**src/rtl/mux_32x1_pkg.sv**
```systemverilog
// ============================================================================
// Module      : mux_32x1_pkg
// Description : Shared sizing constants for the 32:1 bit selector.
// Revision    : 1.0 - initial release
// ============================================================================
`default_nettype none

package mux_32x1_pkg;

    localparam int N_IN  = 32;
    localparam int SEL_W = 5;
    localparam int GRP_W = 8;
    localparam int N_GRP = N_IN / GRP_W;

endpackage : mux_32x1_pkg

`default_nettype wire

```
**src/rtl/mux_32x1_8x1.sv**
```systemverilog
// ============================================================================
// Module      : mux_8x1
// Description : Combinational 8:1 single-bit multiplexer, one per input group.
// Revision    : 1.0 - initial release
// ============================================================================
`default_nettype none

module mux_8x1
    import mux_32x1_pkg::*;
(
    input  logic [GRP_W-1:0] d_i,
    input  logic [2:0]       sel_i,
    output logic             y_o
);

    always_comb begin
        y_o = 1'b0;
        case (sel_i)
            3'd0:    y_o = d_i[0];
            3'd1:    y_o = d_i[1];
            3'd2:    y_o = d_i[2];
            3'd3:    y_o = d_i[3];
            3'd4:    y_o = d_i[4];
            3'd5:    y_o = d_i[5];
            3'd6:    y_o = d_i[6];
            3'd7:    y_o = d_i[7];
            default: y_o = 1'b0;
        endcase
    end

endmodule : mux_8x1

`default_nettype wire

```
**src/rtl/mux_32x1.sv**
```systemverilog
// ============================================================================
// Module      : mux_32x1
// Description : 32:1 single-bit mux (four 8:1 groups + 4:1 stage), optional
//               registered output.
// Revision    : 1.0 - initial release
// ============================================================================
`default_nettype none

module mux_32x1
    import mux_32x1_pkg::*;
#(
    parameter bit REGISTER_OUT = 1'b1
)(
    input  logic d0,  input logic d1,  input logic d2,  input logic d3,
    input  logic d4,  input logic d5,  input logic d6,  input logic d7,
    input  logic d8,  input logic d9,  input logic d10, input logic d11,
    input  logic d12, input logic d13, input logic d14, input logic d15,
    input  logic d16, input logic d17, input logic d18, input logic d19,
    input  logic d20, input logic d21, input logic d22, input logic d23,
    input  logic d24, input logic d25, input logic d26, input logic d27,
    input  logic d28, input logic d29, input logic d30, input logic d31,
    input  logic s0,
    input  logic s1,
    input  logic s2,
    input  logic s3,
    input  logic s4,
    output logic out,
    input  logic clk,
    input  logic rst
);

    logic [N_IN-1:0]  w_d;
    logic [SEL_W-1:0] w_sel;
    logic [N_GRP-1:0] w_grp_y;
    logic             w_out_d;

    assign w_d = {d31, d30, d29, d28, d27, d26, d25, d24,
                  d23, d22, d21, d20, d19, d18, d17, d16,
                  d15, d14, d13, d12, d11, d10, d9,  d8,
                  d7,  d6,  d5,  d4,  d3,  d2,  d1,  d0};

    // s0 is the MSB of the index, s4 the LSB.
    assign w_sel = {s0, s1, s2, s3, s4};

    generate
        for (genvar g = 0; g < N_GRP; g++) begin : g_grp
            mux_8x1 u_mux_8x1 (
                .d_i   (w_d[g*GRP_W +: GRP_W]),
                .sel_i (w_sel[2:0]),
                .y_o   (w_grp_y[g])
            );
        end
    endgenerate

    always_comb begin
        w_out_d = 1'b0;
        case (w_sel[4:3])
            2'd0:    w_out_d = w_grp_y[0];
            2'd1:    w_out_d = w_grp_y[1];
            2'd2:    w_out_d = w_grp_y[2];
            2'd3:    w_out_d = w_grp_y[3];
            default: w_out_d = 1'b0;
        endcase
    end

    generate
        if (REGISTER_OUT) begin : g_reg
            logic r_out_q;

            always_ff @(posedge clk) begin
                if (rst) begin
                    r_out_q <= 1'b0;
                end else begin
                    r_out_q <= w_out_d;
                end
            end

            assign out = r_out_q;
        end else begin : g_comb
            // Clock and reset have no role in the purely combinational variant.
            logic w_unused_clk_rst;
            assign w_unused_clk_rst = clk ^ rst;
            assign out = w_out_d;
        end
    endgenerate

endmodule : mux_32x1

`default_nettype wire

```
**config.mk**
```make
export PLATFORM = sky130hd
export DESIGN_NAME = mux_32x1
export DESIGN_NICKNAME = d
export VERILOG_FILES = /design/src/rtl/mux_32x1_pkg.sv /design/src/rtl/mux_32x1_8x1.sv /design/src/rtl/mux_32x1.sv
export SDC_FILE = /design/constraint.sdc
export NUM_CORES = 1
export LEC_CHECK = 0
export CAP_MARGIN = 40
export CELL_PAD_IN_SITES_DETAIL_PLACEMENT = 0
export CELL_PAD_IN_SITES_GLOBAL_PLACEMENT = 2
export CORE_UTILIZATION = 14
export CTS_CLUSTER_SIZE = 12
export DETAILED_ROUTE_END_ITERATION = 16
export HOLD_SLACK_MARGIN = 0.08
export PLACE_DENSITY_LB_ADDON = 0.15
export SLEW_MARGIN = 20
export SYNTH_ARGS = -nofsm -noshare
export SYNTH_HDL_FRONTEND = slang
export SYNTH_SLANG_ARGS = --single-unit
```
**constraint.sdc**
```tcl
create_clock -name clk -period 1.7 [get_ports clk]
set_input_delay 0.17 -clock clk [delete_from_list [all_inputs] [get_ports clk]]
set_output_delay 0.17 -clock clk [all_outputs]
set_load 0.01 [all_outputs]
```
Yosys cells after proc, flatten, opt, wreduce, memory -nomap -nowiden
Index checks and enable logic that the tools add are counted.
{"block": "op_classes", "eq_ne": 10, "n_reduce_logical": 2, "muxes": 5}
{"operator": "1-bit case mux with 8 select lines", "count": 4}
{"operator": "3-bit equality test, second input constant", "count": 4}
{"operator": "3-bit by 2-bit equality test with 1-bit output, second input constant", "count": 2}
{"operator": "2-bit equality test, second input constant", "count": 2}
{"operator": "1-bit case mux with 4 select lines", "count": 1}
{"operator": "3-bit by 1-bit equality test with 1-bit output, second input constant", "count": 1}
{"operator": "3-bit zero test", "count": 1}
{"operator": "2-bit by 1-bit equality test with 1-bit output, second input constant", "count": 1}
{"operator": "2-bit zero test", "count": 1}
{"block": "totals", "out_inout_bits": 1, "reg_bits": 1, "wordCells": 18}

Logic depth before layout (Yosys ltp)
Gate-level depths: netlist (run 1).
{"block": "logic_depth", "ltp_word": 3, "ltp_mapped": 7}

By module
Synthesis (run 1) repeated with hierarchy kept, for this count alone.
{"block": "hier_totals", "hier_cells": 15, "hier_area_um2": 311.5}
{"mod": "mux_8x1", "seq_area_each_um2": 0.0, "cells_each": 3, "instances": 4, "area_each_um2": 63.8}
{"mod": "mux_32x1", "seq_area_each_um2": 20.0, "cells_each": 3, "instances": 1, "area_each_um2": 56.3}

Worst setup path before layout (run 1)
No wires, ideal clock.
{"block": "synth_path", "path_kind": "input port to flip-flop", "start": "in s4", "end": "reg g_reg.r_out_q, in the netlist out", "setup_time_ps": 91, "setup_slack_ps": 382, "stages": 7, "path_buffers": 2, "arrival_time_ps": 1227, "path_cell_list": "buf_6 buf_12 mux2i_1 o22ai_1 nor3_1 or3_1 a311oi_1"}
{"block": "synth_between", "elab_chain_cells": 3, "elab_cells_between_ends": 13, "cone_classes": "eq/ne (7); mux (5); reduce/logical (1)"}
{"element": "from (decl)", "line_no": "mux_32x1.sv:26", "rtl": "input logic s4,"}
{"element": "3-bit equality test, or another cell as far along", "line_no": "mux_32x1_8x1.sv:18", "rtl": "case (sel_i)"}
{"element": "1-bit case mux with 8 select lines", "line_no": "mux_32x1_8x1.sv:18"}
{"element": "1-bit case mux with 4 select lines (*)", "line_no": "mux_32x1.sv:57", "rtl": "case (w_sel[4:3])"}
{"element": "to (signal assigned)", "line_no": "mux_32x1.sv:74", "rtl": "r_out_q <= w_out_d;"}
{"element": "to (decl)", "line_no": "mux_32x1.sv:68", "rtl": "logic r_out_q;"}
Mark *: on every way between the ends. The rest lies on a longest branch, timed or not.
A chain may end at the register's enable or synchronous reset.

Worst setup path after layout (run 1)
{"block": "layout_path", "start": "in d15", "end": "reg g_reg.r_out_q, in the netlist out"}
{"block": "layout_between", "elab_chain_cells": 2}
{"element": "from (decl)", "line_no": "mux_32x1.sv:17", "rtl": "input logic d12, input logic d13, input logic d14, input logic d15,"}
{"element": "1-bit case mux with 8 select lines", "line_no": "mux_32x1_8x1.sv:18"}
{"element": "1-bit case mux with 4 select lines", "line_no": "mux_32x1.sv:57"}
No other way between the ends.

==> results of run 1 <==
through the flow:
stage                     cell area, um2  worst slack, ns
after floorplan                      400            0.382
after global placement               850           -0.313
after detailed placement             850           -0.250
after CTS                            871           0.0281
after global routing                 902          -0.0167
final                                902           0.0295
final cells by class:
class	instances	area, um2	share of cell area (%)
repair buffers	54	507	56.2
multi-input cells	38	333	36.9
well taps	31	38.8	4.30
flip-flops and latches	1	20.0	2.22
inverters	1	3.75	0.416
how the worst max path moves through the flow:
stage / to / from / cells past startpoint
floorplan: out / s4 / 7
global placement: out / s3 / 6
detailed placement: out / s3 / 6
CTS: out / s4 / 7
global route: out / d15 / 6
finish: out / d15 / 6
routing by layer:
layer  GRT usage [%]  up-vias
met2            17.0       18
met4               0        0
li1                -      272
met1            12.7      245
met5               0        -
met3           0.703        2
report_power, final:
part / leakage (nW) / switching, W / internal [W]
logic: 0.419 / 0.0000630 / 0.000134
registers: 0.00832 / 0.000000685 / 0.0000263
clock network: 0 / 0 / 0
total: 0.428 / 0.0000637 / 0.000161
worst max-delay path: stages:
cell             delay [ns]
clkdlybuf4s50_1        0.40
mux4_2                 0.48
nand2_2                0.09
o21ai_2                0.06
o221ai_1               0.22
a311oi_2               0.12
kinds of logic after synthesis:
| kind of cell | Yosys count | share of synthesized area [%] |
|---|---|---|
| and+or+nand+nor | 16 | 21.3 |
| muxes | 13 | 40.9 |
| AOI/OAI and AO/OA | 9 | 16.2 |
| buffers and inverters | 5 | 16.6 |
| DFF | 1 | 5.00 |
cells in the mapped netlist, types with 2 or more instances:
cell	number	area (um2)
buf_12	2	40.0
nand2_1	5	18.8
buf_6	2	22.5
mux2i_1	10	100
nor2_1	3	11.3
nand3b_1	2	15.0
o22ai_1	2	12.5
what timing repair did:
item,in CTS,in global routing
gates cloned,1,0
hold buffers,0,0
setup buffers,2,1
pin swaps,0,7
setup endpoints to repair,1,1
gates resized for setup,6,19
==> results.md, run 1 <==
- Outcome: finished clean
- Drt first pass iters: 2
- Max reg flops: 1
- I/O Pins: 40
- Routability cong.: 0.644
- Worst setup SP type: input port
- # fillers: 289
- Cell Rows: 19
- Core area: 2730 um2
- Min Hold Slack: 0.734 ns
- Avg Inst Size Synth: 9.10 um2
- Met2 routed WL: 765 um
- Min Clock Period, post-route: 1.67 ns
- Final core utilization: 33.0%
- Total die area: 3080 um2
- GR Overflow Total: 0
- Vias in the first global route: 510
- Fmax: 0.599 GHz
- Initial antenna violation count: 0
- Ant diodes: 0
- # nets final: 135
- Max_cap viols: 0
- Drt wl/cell: 12.1 um
- Placed instance count: 121
- Share of layout cells above drive strength 1: 29.8%
- Required @ worst endpoint: 1.57 ns
- Syn_nets: 83
- Worst hold endpoint: out
- Metal3 WL: 67 um
- Number of flops mapped to enable cells by yosys: 0
- Total track usage: 9.32%
- HP Start: rst
- Dpl hpwl: 1190 um
- Synth unique cells: 25
- Synth Instances: 44
- Critical Path Sink Type: flop
- Final-report setup violation count: 0
- Share of the clock period used by the worst path: 98.3%
- Total chip power: 0.000224 W
- Relative slew slack: 80.1%
- Global-route wire length before repair: 2400 um
- Wl on met1: 656 um
- Slew Limit Fails: 0
- Commonest non-fill, non-tap cell in the layout: clkdlybuf4s50_1
- Largest net degree at the start of global routing: 9
- Initial Util: 14.6%
- P per Cell Area: 249 nW/um2
- DRT iter0 DRCs: 3
- Vias per cell: 4.30
- Min-Delay Path Depth: 2
- Die Wd: 55.5 um
- CP arrival: 1.54 ns
- Max layer used: met4
- LEAKAGE: 0.428 nW
- Post-DRT Antenna Nets: 0
- Critical path class: input port to flop
- Area Overhead vs Synth: 125%
- Max FO, Critical Path: 1
- Ys async rst share: 0%
- Clk slew on worst S/H paths: 0 ns
- Total Neg Setup Slack: 0 ns
- Synth warn: 0
- Top_reg_cell synth: dfxtp_1
- Port bufs: 39
- Non-Filler Instances: 125
- Actual slew at the worst max-slew pin: 0.294 ns
- Commonest non-fill, non-tap cells in the layout: clkdlybuf4s50_1 (29), buf_4 (13), mux2i_1 (10), dlymetal6s2s_1 (7), nand2_1 (4)
- Sequential fraction of the synthesis area: 5.00%
- Vert. Die Dim: 55.5 um
- DRC viols: 0
- Post-Syn Area: 400 um2
- Worst VDD drop: 0.105 mV
- Final Hold Viols: 0
- Flop and latch count out of synthesis: 1
- Hold Path Class: input port to flop
- Routed via count: 537
- Total routed wirelength: 1510 um
No activity file was read; power rests on OpenSTA's default activity.
==> run 2: changes to the inputs <==
--- a/config.mk
+++ b/config.mk
@@ -9,7 +9,7 @@
 export CELL_PAD_IN_SITES_DETAIL_PLACEMENT = 0
 export CELL_PAD_IN_SITES_GLOBAL_PLACEMENT = 2
 export CORE_UTILIZATION = 14
-export CTS_CLUSTER_SIZE = 12
+export CTS_CLUSTER_SIZE = 8
 export DETAILED_ROUTE_END_ITERATION = 16
 export HOLD_SLACK_MARGIN = 0.08
 export PLACE_DENSITY_LB_ADDON = 0.15
==> results of run 2 <==
No change in the layout: final DEF, timing and power equal those of run 1.
